--- src/rtl/led_pattern_seq.sv ---
// led_pattern_seq: DEPTH x LED_W pattern store driving a registered LED output.
// Manual mode shows the switch-selected pattern. Auto mode steps through the
// patterns once every TICK_DIV cycles, wrapping from DEPTH-1 back to 0.
// Writes land in the store in either mode and bypass onto ld when they target
// the entry about to be displayed.
//
// Write port: wr_en is a single-cycle strobe with no back-pressure. Every cycle
// with wr_en = 1 commits wr_data to entry wr_addr on that clock edge.
module led_pattern_seq #(
  parameter int LED_W    = 8,
  parameter int DEPTH    = 8,
  parameter int ADDR_W   = $clog2(DEPTH),
  parameter int TICK_DIV = 50_000_000
) (
  input  logic              clk,
  input  logic              rst_n,
  input  logic [ADDR_W-1:0] switch,
  input  logic              mode,
  input  logic              hold,
  input  logic              wr_en,
  input  logic [ADDR_W-1:0] wr_addr,
  input  logic [LED_W-1:0]  wr_data,
  output logic [LED_W-1:0]  ld,
  output logic [ADDR_W-1:0] cur_idx,
  output logic              tick
);

  localparam int                CNT_W    = (TICK_DIV > 2) ? $clog2(TICK_DIV) : 1;
  localparam logic [CNT_W-1:0]  CNT_LAST = CNT_W'(TICK_DIV - 1);
  localparam logic [ADDR_W-1:0] IDX_LAST = ADDR_W'(DEPTH - 1);
  localparam logic [LED_W-1:0]  PAT0     = {(LED_W/4){4'b1001}};
  localparam logic [LED_W-1:0]  PAT1     = {(LED_W/4){4'b0110}};

  logic [LED_W-1:0]  r_mem [DEPTH];
  logic [ADDR_W-1:0] r_cur_idx;
  logic [LED_W-1:0]  r_ld;
  logic              r_tick;
  logic [CNT_W-1:0]  r_cnt;
  logic              r_mode_q;

  logic [ADDR_W-1:0] w_idx_n;
  logic [CNT_W-1:0]  w_cnt_n;
  logic              w_tick_n;
  logic [LED_W-1:0]  w_ld_n;

  // Next index, prescaler and tick; a rising mode edge restarts auto stepping
  // from the pattern the switches currently select.
  always_comb begin
    w_idx_n  = r_cur_idx;
    w_cnt_n  = r_cnt;
    w_tick_n = 1'b0;
    if (!mode) begin
      w_idx_n = switch;
      w_cnt_n = '0;
    end else if (!r_mode_q) begin
      w_idx_n = switch;
      w_cnt_n = '0;
    end else if (hold) begin
      w_idx_n = r_cur_idx;
      w_cnt_n = r_cnt;
    end else if (r_cnt == CNT_LAST) begin
      w_cnt_n  = '0;
      w_tick_n = 1'b1;
      w_idx_n  = (r_cur_idx == IDX_LAST) ? '0 : r_cur_idx + 1'b1;
    end else begin
      w_cnt_n = r_cnt + 1'b1;
    end
  end

  // LED data for the next cycle, with a same-cycle write taking priority.
  always_comb begin
    w_ld_n = r_mem[w_idx_n];
    if (wr_en && (wr_addr == w_idx_n)) begin
      w_ld_n = wr_data;
    end
  end

  // Pattern store: reset loads the two default patterns, all else cleared.
  always_ff @(posedge clk or negedge rst_n) begin
    if (!rst_n) begin
      for (int i = 0; i < DEPTH; i++) begin
        r_mem[i] <= (i == 0) ? PAT0 : ((i == 1) ? PAT1 : '0);
      end
    end else if (wr_en) begin
      r_mem[wr_addr] <= wr_data;
    end
  end

  // Sequencer state and registered outputs.
  always_ff @(posedge clk or negedge rst_n) begin
    if (!rst_n) begin
      r_cur_idx <= '0;
      r_ld      <= PAT0;
      r_tick    <= 1'b0;
      r_cnt     <= '0;
      r_mode_q  <= 1'b0;
    end else begin
      r_cur_idx <= w_idx_n;
      r_ld      <= w_ld_n;
      r_tick    <= w_tick_n;
      r_cnt     <= w_cnt_n;
      r_mode_q  <= mode;
    end
  end

  assign ld      = r_ld;
  assign cur_idx = r_cur_idx;
  assign tick    = r_tick;

endmodule

--- config.mk ---
export PLATFORM = sky130hd
export DESIGN_NAME = led_pattern_seq
export DESIGN_NICKNAME = d
export VERILOG_FILES = /design/src/rtl/led_pattern_seq.sv
export SDC_FILE = /design/constraint.sdc
export NUM_CORES = 1
export LEC_CHECK = 0
export CORE_ASPECT_RATIO = 1.75
export CORE_MARGIN = 1
export CORE_UTILIZATION = 44
export CTS_CLUSTER_SIZE = 8
export DETAILED_ROUTE_END_ITERATION = 6
export GPL_ROUTABILITY_DRIVEN = 0
export PLACE_DENSITY = 0.69
export SLEW_MARGIN = 20
export SYNTH_ARGS = -nofsm -noshare
export SYNTH_HDL_FRONTEND = slang
export SYNTH_SLANG_ARGS = --single-unit
--- constraint.sdc ---
create_clock -name clk -period 2.2 [get_ports clk]
set_input_delay 0.66 -clock clk [delete_from_list [all_inputs] [get_ports clk]]
set_output_delay 0.66 -clock clk [all_outputs]
set_load 0.01 [all_outputs]
==> reports/metrics.cfg <==
[status]
outcome=finished, violations left
violations=negative setup slack

[yosys]
yosys.area_share.adder_pct=0.7393
synthMuxAreaShare_pct=17.15
syn_inst=438
synth_top_family_by_area=multiplexers
ys_ff_latch=103
synthSimpleGateAreaFrac_pct=14.47
synth_flop_cell=dfrtp_1
yosysUniqueCellTypes=51
syn_nets=460
ys_seq_area_share_pct=51.06
async_flop_share_pct=100.0
post_synth.cell_area_avg_sq_um=11.59
synth_edf_count=0
syn_area_sq_um=5077
yosysWarnings=0
synth_compound_area_share_pct=9.561
synth_xor_area_share_pct=3.795

[cells_and_area]
fill_cells=879
register_area_sq_um=2594
nets=576
fin_util_pct=60.53
multi_input_area_sq_um=2447
area_delta_synth_final_pct=33.12
antennaDiodeCount=0
drive_gt1_share_pct=40.43

[route]
route.detailed.drc=0
vias=3963
drt-wirelength-per-cell_um=19.49
ant_nets=0
first_iter_violations=277
viasPerCell=5.735
routed_wl_mm=13.47
drtPass1Iterations=4

[sta]
finalHoldViolCount=0
setup_violations=9
rsz0062_at_grt=yes
slew_headroom_pct=64.90
fmax_ghz=0.3799
fin_skew_ns=0.007866
setup_ws_ns=-0.4322
tightest_slew_ns=0.5265
finalCritPeriodShare_pct=119.6
drv_slew=0
finalCriticalPeriod_ns=2.632

[placed_design]
port_buffers=30
hpwl_mm=8.946

[floorplanning]
chipWidth_um=83.21
initial_core_util_pct=45.47
die_height_um=144.1
die_area_sq_um=11990
fp-row-count=51
coreArea_sq_um=11170
ioPinCount=31

[grt]
track_usage_pct=23.81
grt_pass1_wl_mm=21.70
overflow=0
grt_start_max_net_pins=38
grt_pass1_vias=4215
antenna_found_initial=0

[cts]
cts_hold_buf=0
cts.path.max_buffers=2
cts_buffers=9
clock_sinks=103
htreeDepth=3
cts-root-buf=clkbuf_16
clk_pin_slew_ns=0.08
clk_latency_ns=0.35
cts_tree=yes

[critical_path]
critical_path.max_fanout=10
crit_required_ns=2.46
r2r_slack_ns=-0.43
worstPathArrival_ns=2.89
start_kind=flop
path_class=reg -> reg
cp-end-kind=flop

[power_and_ir_drop]
power_mw=4.980
p_per_area_nw_per_um2=736.8
peakVddDrop_mv=0.4447
leakage_nw=2.965

[hold_path]
hp-class=in -> async

[flow_run]
cap_violations=0

[stage by stage]
stage | TNS, ns | cell area, sq um | cells | hold slack (ns) | setup WS [ns]
after global placement | -13.63 | 6131 | 657 | 0.4745 | -0.6608
after floorplan | -0.7669 | 5154 | 438 | 0.3644 | -0.08752
after detailed placement | -15.76 | 6131 | 657 | 0.4751 | -0.7310
final | -3.194 | 6759 | 691 | 0.2828 | -0.4322
after global routing | -3.946 | 6759 | 691 | 0.3176 | -0.4975
after CTS | -3.208 | 6700 | 686 | 0.2962 | -0.3957
[cell type report]
class | instances | area share (%)
clock buffers | 9 | 3.332
clock inverters | 7 | 0.8145
inverters | 10 | 0.6664
multi-input cells | 300 | 36.21
flip-flops and latches | 103 | 38.37
well taps | 132 | 2.444
repair buffers | 130 | 18.16
[metal layers]
metal	track usage (%)	vias up	wire, um
met5	0	-	0
met4	10.53	0	416
met3	5.308	27	674
met2	43.83	120	7308
met1	26.09	1989	5068
li1	-	1827	-
[where the power goes]
part / switching (mW) / total [mW] / internal, mW
logic: 0.469 / 1.06 / 0.588
clock network: 0.741 / 1.52 / 0.778
registers: 0.173 / 2.41 / 2.23
total: 1.38 / 4.98 / 3.60
[logic make-up (layout without fill, tap and decap cells)]
family          count (synthesis)  in the layout
flops                         103            103
buf+inv                        35            156
mux                            79             79
xor+xnor                       22             22
fa+ha+maj                       3              3
compound gates                 65             65
simple gates                  131            131
[cells in the mapped netlist (4+ instances only)]
master	instances	share of area, %
dfrtp_1	91	45
mux2_2	63	14
nand2_1	32	2.4
nor2_1	30	2.2
a21oi_1	20	2.0
nor3_1	17	1.7
xor2_1	16	2.8
a221o_1	15	3.0
mux2i_1	15	3.0
clkbuf_1	13	0.96
dfstp_2	12	6.2
nand4_1	12	1.5
nand3_1	10	0.99
a31oi_1	9	1.1
inv_1	8	0.59
and3_1	7	0.86
xnor2_1	6	1.0
and4_1	5	0.86
buf_2	5	0.49
o211ai_1	4	0.59
[final timing paths]
path,from,to,cells after the start
max,r_cnt[22],ld[3],9
min,rst_n,cur_idx[2],1
max reg2reg,r_cnt[22],ld[3],9
min reg2reg,r_cnt[15],r_cnt[15],1
max in group asynchronous,rst_n,r_cnt[6],2
min in group clk,r_cnt[15],r_cnt[15],1
[placed cells by master, fill, tap and decap left out, drive strengths merged, types with 2 or more instances in the layout]
| cell | count |
|---|---|
| buf | 101 |
| dfrtp | 91 |
| mux2 | 64 |
| nand2 | 32 |
| nor2 | 30 |
| clkdlybuf4s50 | 28 |
| a21oi | 20 |
| nor3 | 17 |
| xor2 | 16 |
| nand4 | 16 |
| a221o | 15 |
| mux2i | 15 |
| dfstp | 12 |
| inv | 12 |
| nand3 | 10 |
| a31oi | 9 |
| clkbuf | 9 |
| and3 | 7 |
| xnor2 | 6 |
| and4 | 5 |
| o211ai | 4 |
| clkinvlp | 4 |
| o21ai | 4 |
| ha | 3 |
| o22ai | 3 |
| and2 | 2 |
| nor2b | 2 |
| o31a | 2 |
| o221ai | 2 |
| or3 | 2 |
| nor4 | 2 |
| o31ai | 2 |
| or4 | 2 |
| o41ai | 2 |
[worst max-delay path: stages (launching register included)]
cell     delay [ns]
dfrtp_1        0.35
and4_1         0.32
nand4_4        0.22
buf_4          0.21
o41ai_4        0.39
o22ai_4        0.20
buf_6          0.18
buf_16         0.13
a221o_1        0.33
a31oi_1        0.21
[timing repair]
item / in CTS / in global routing
cloned: 4 / 1
buffers inserted: 9 / 5
endpoints found under the setup margin: 17 / 21
pin swaps: 24 / 11
gates resized for setup: 29 / 11
[state kept, by name (all words and copies together), names as in the netlist]
signal and count:
r_mem 64, r_cnt 26, cur_idx 3, r_mode_q 1, tick 1, ld 8
(Power assumes the default switching activity.)
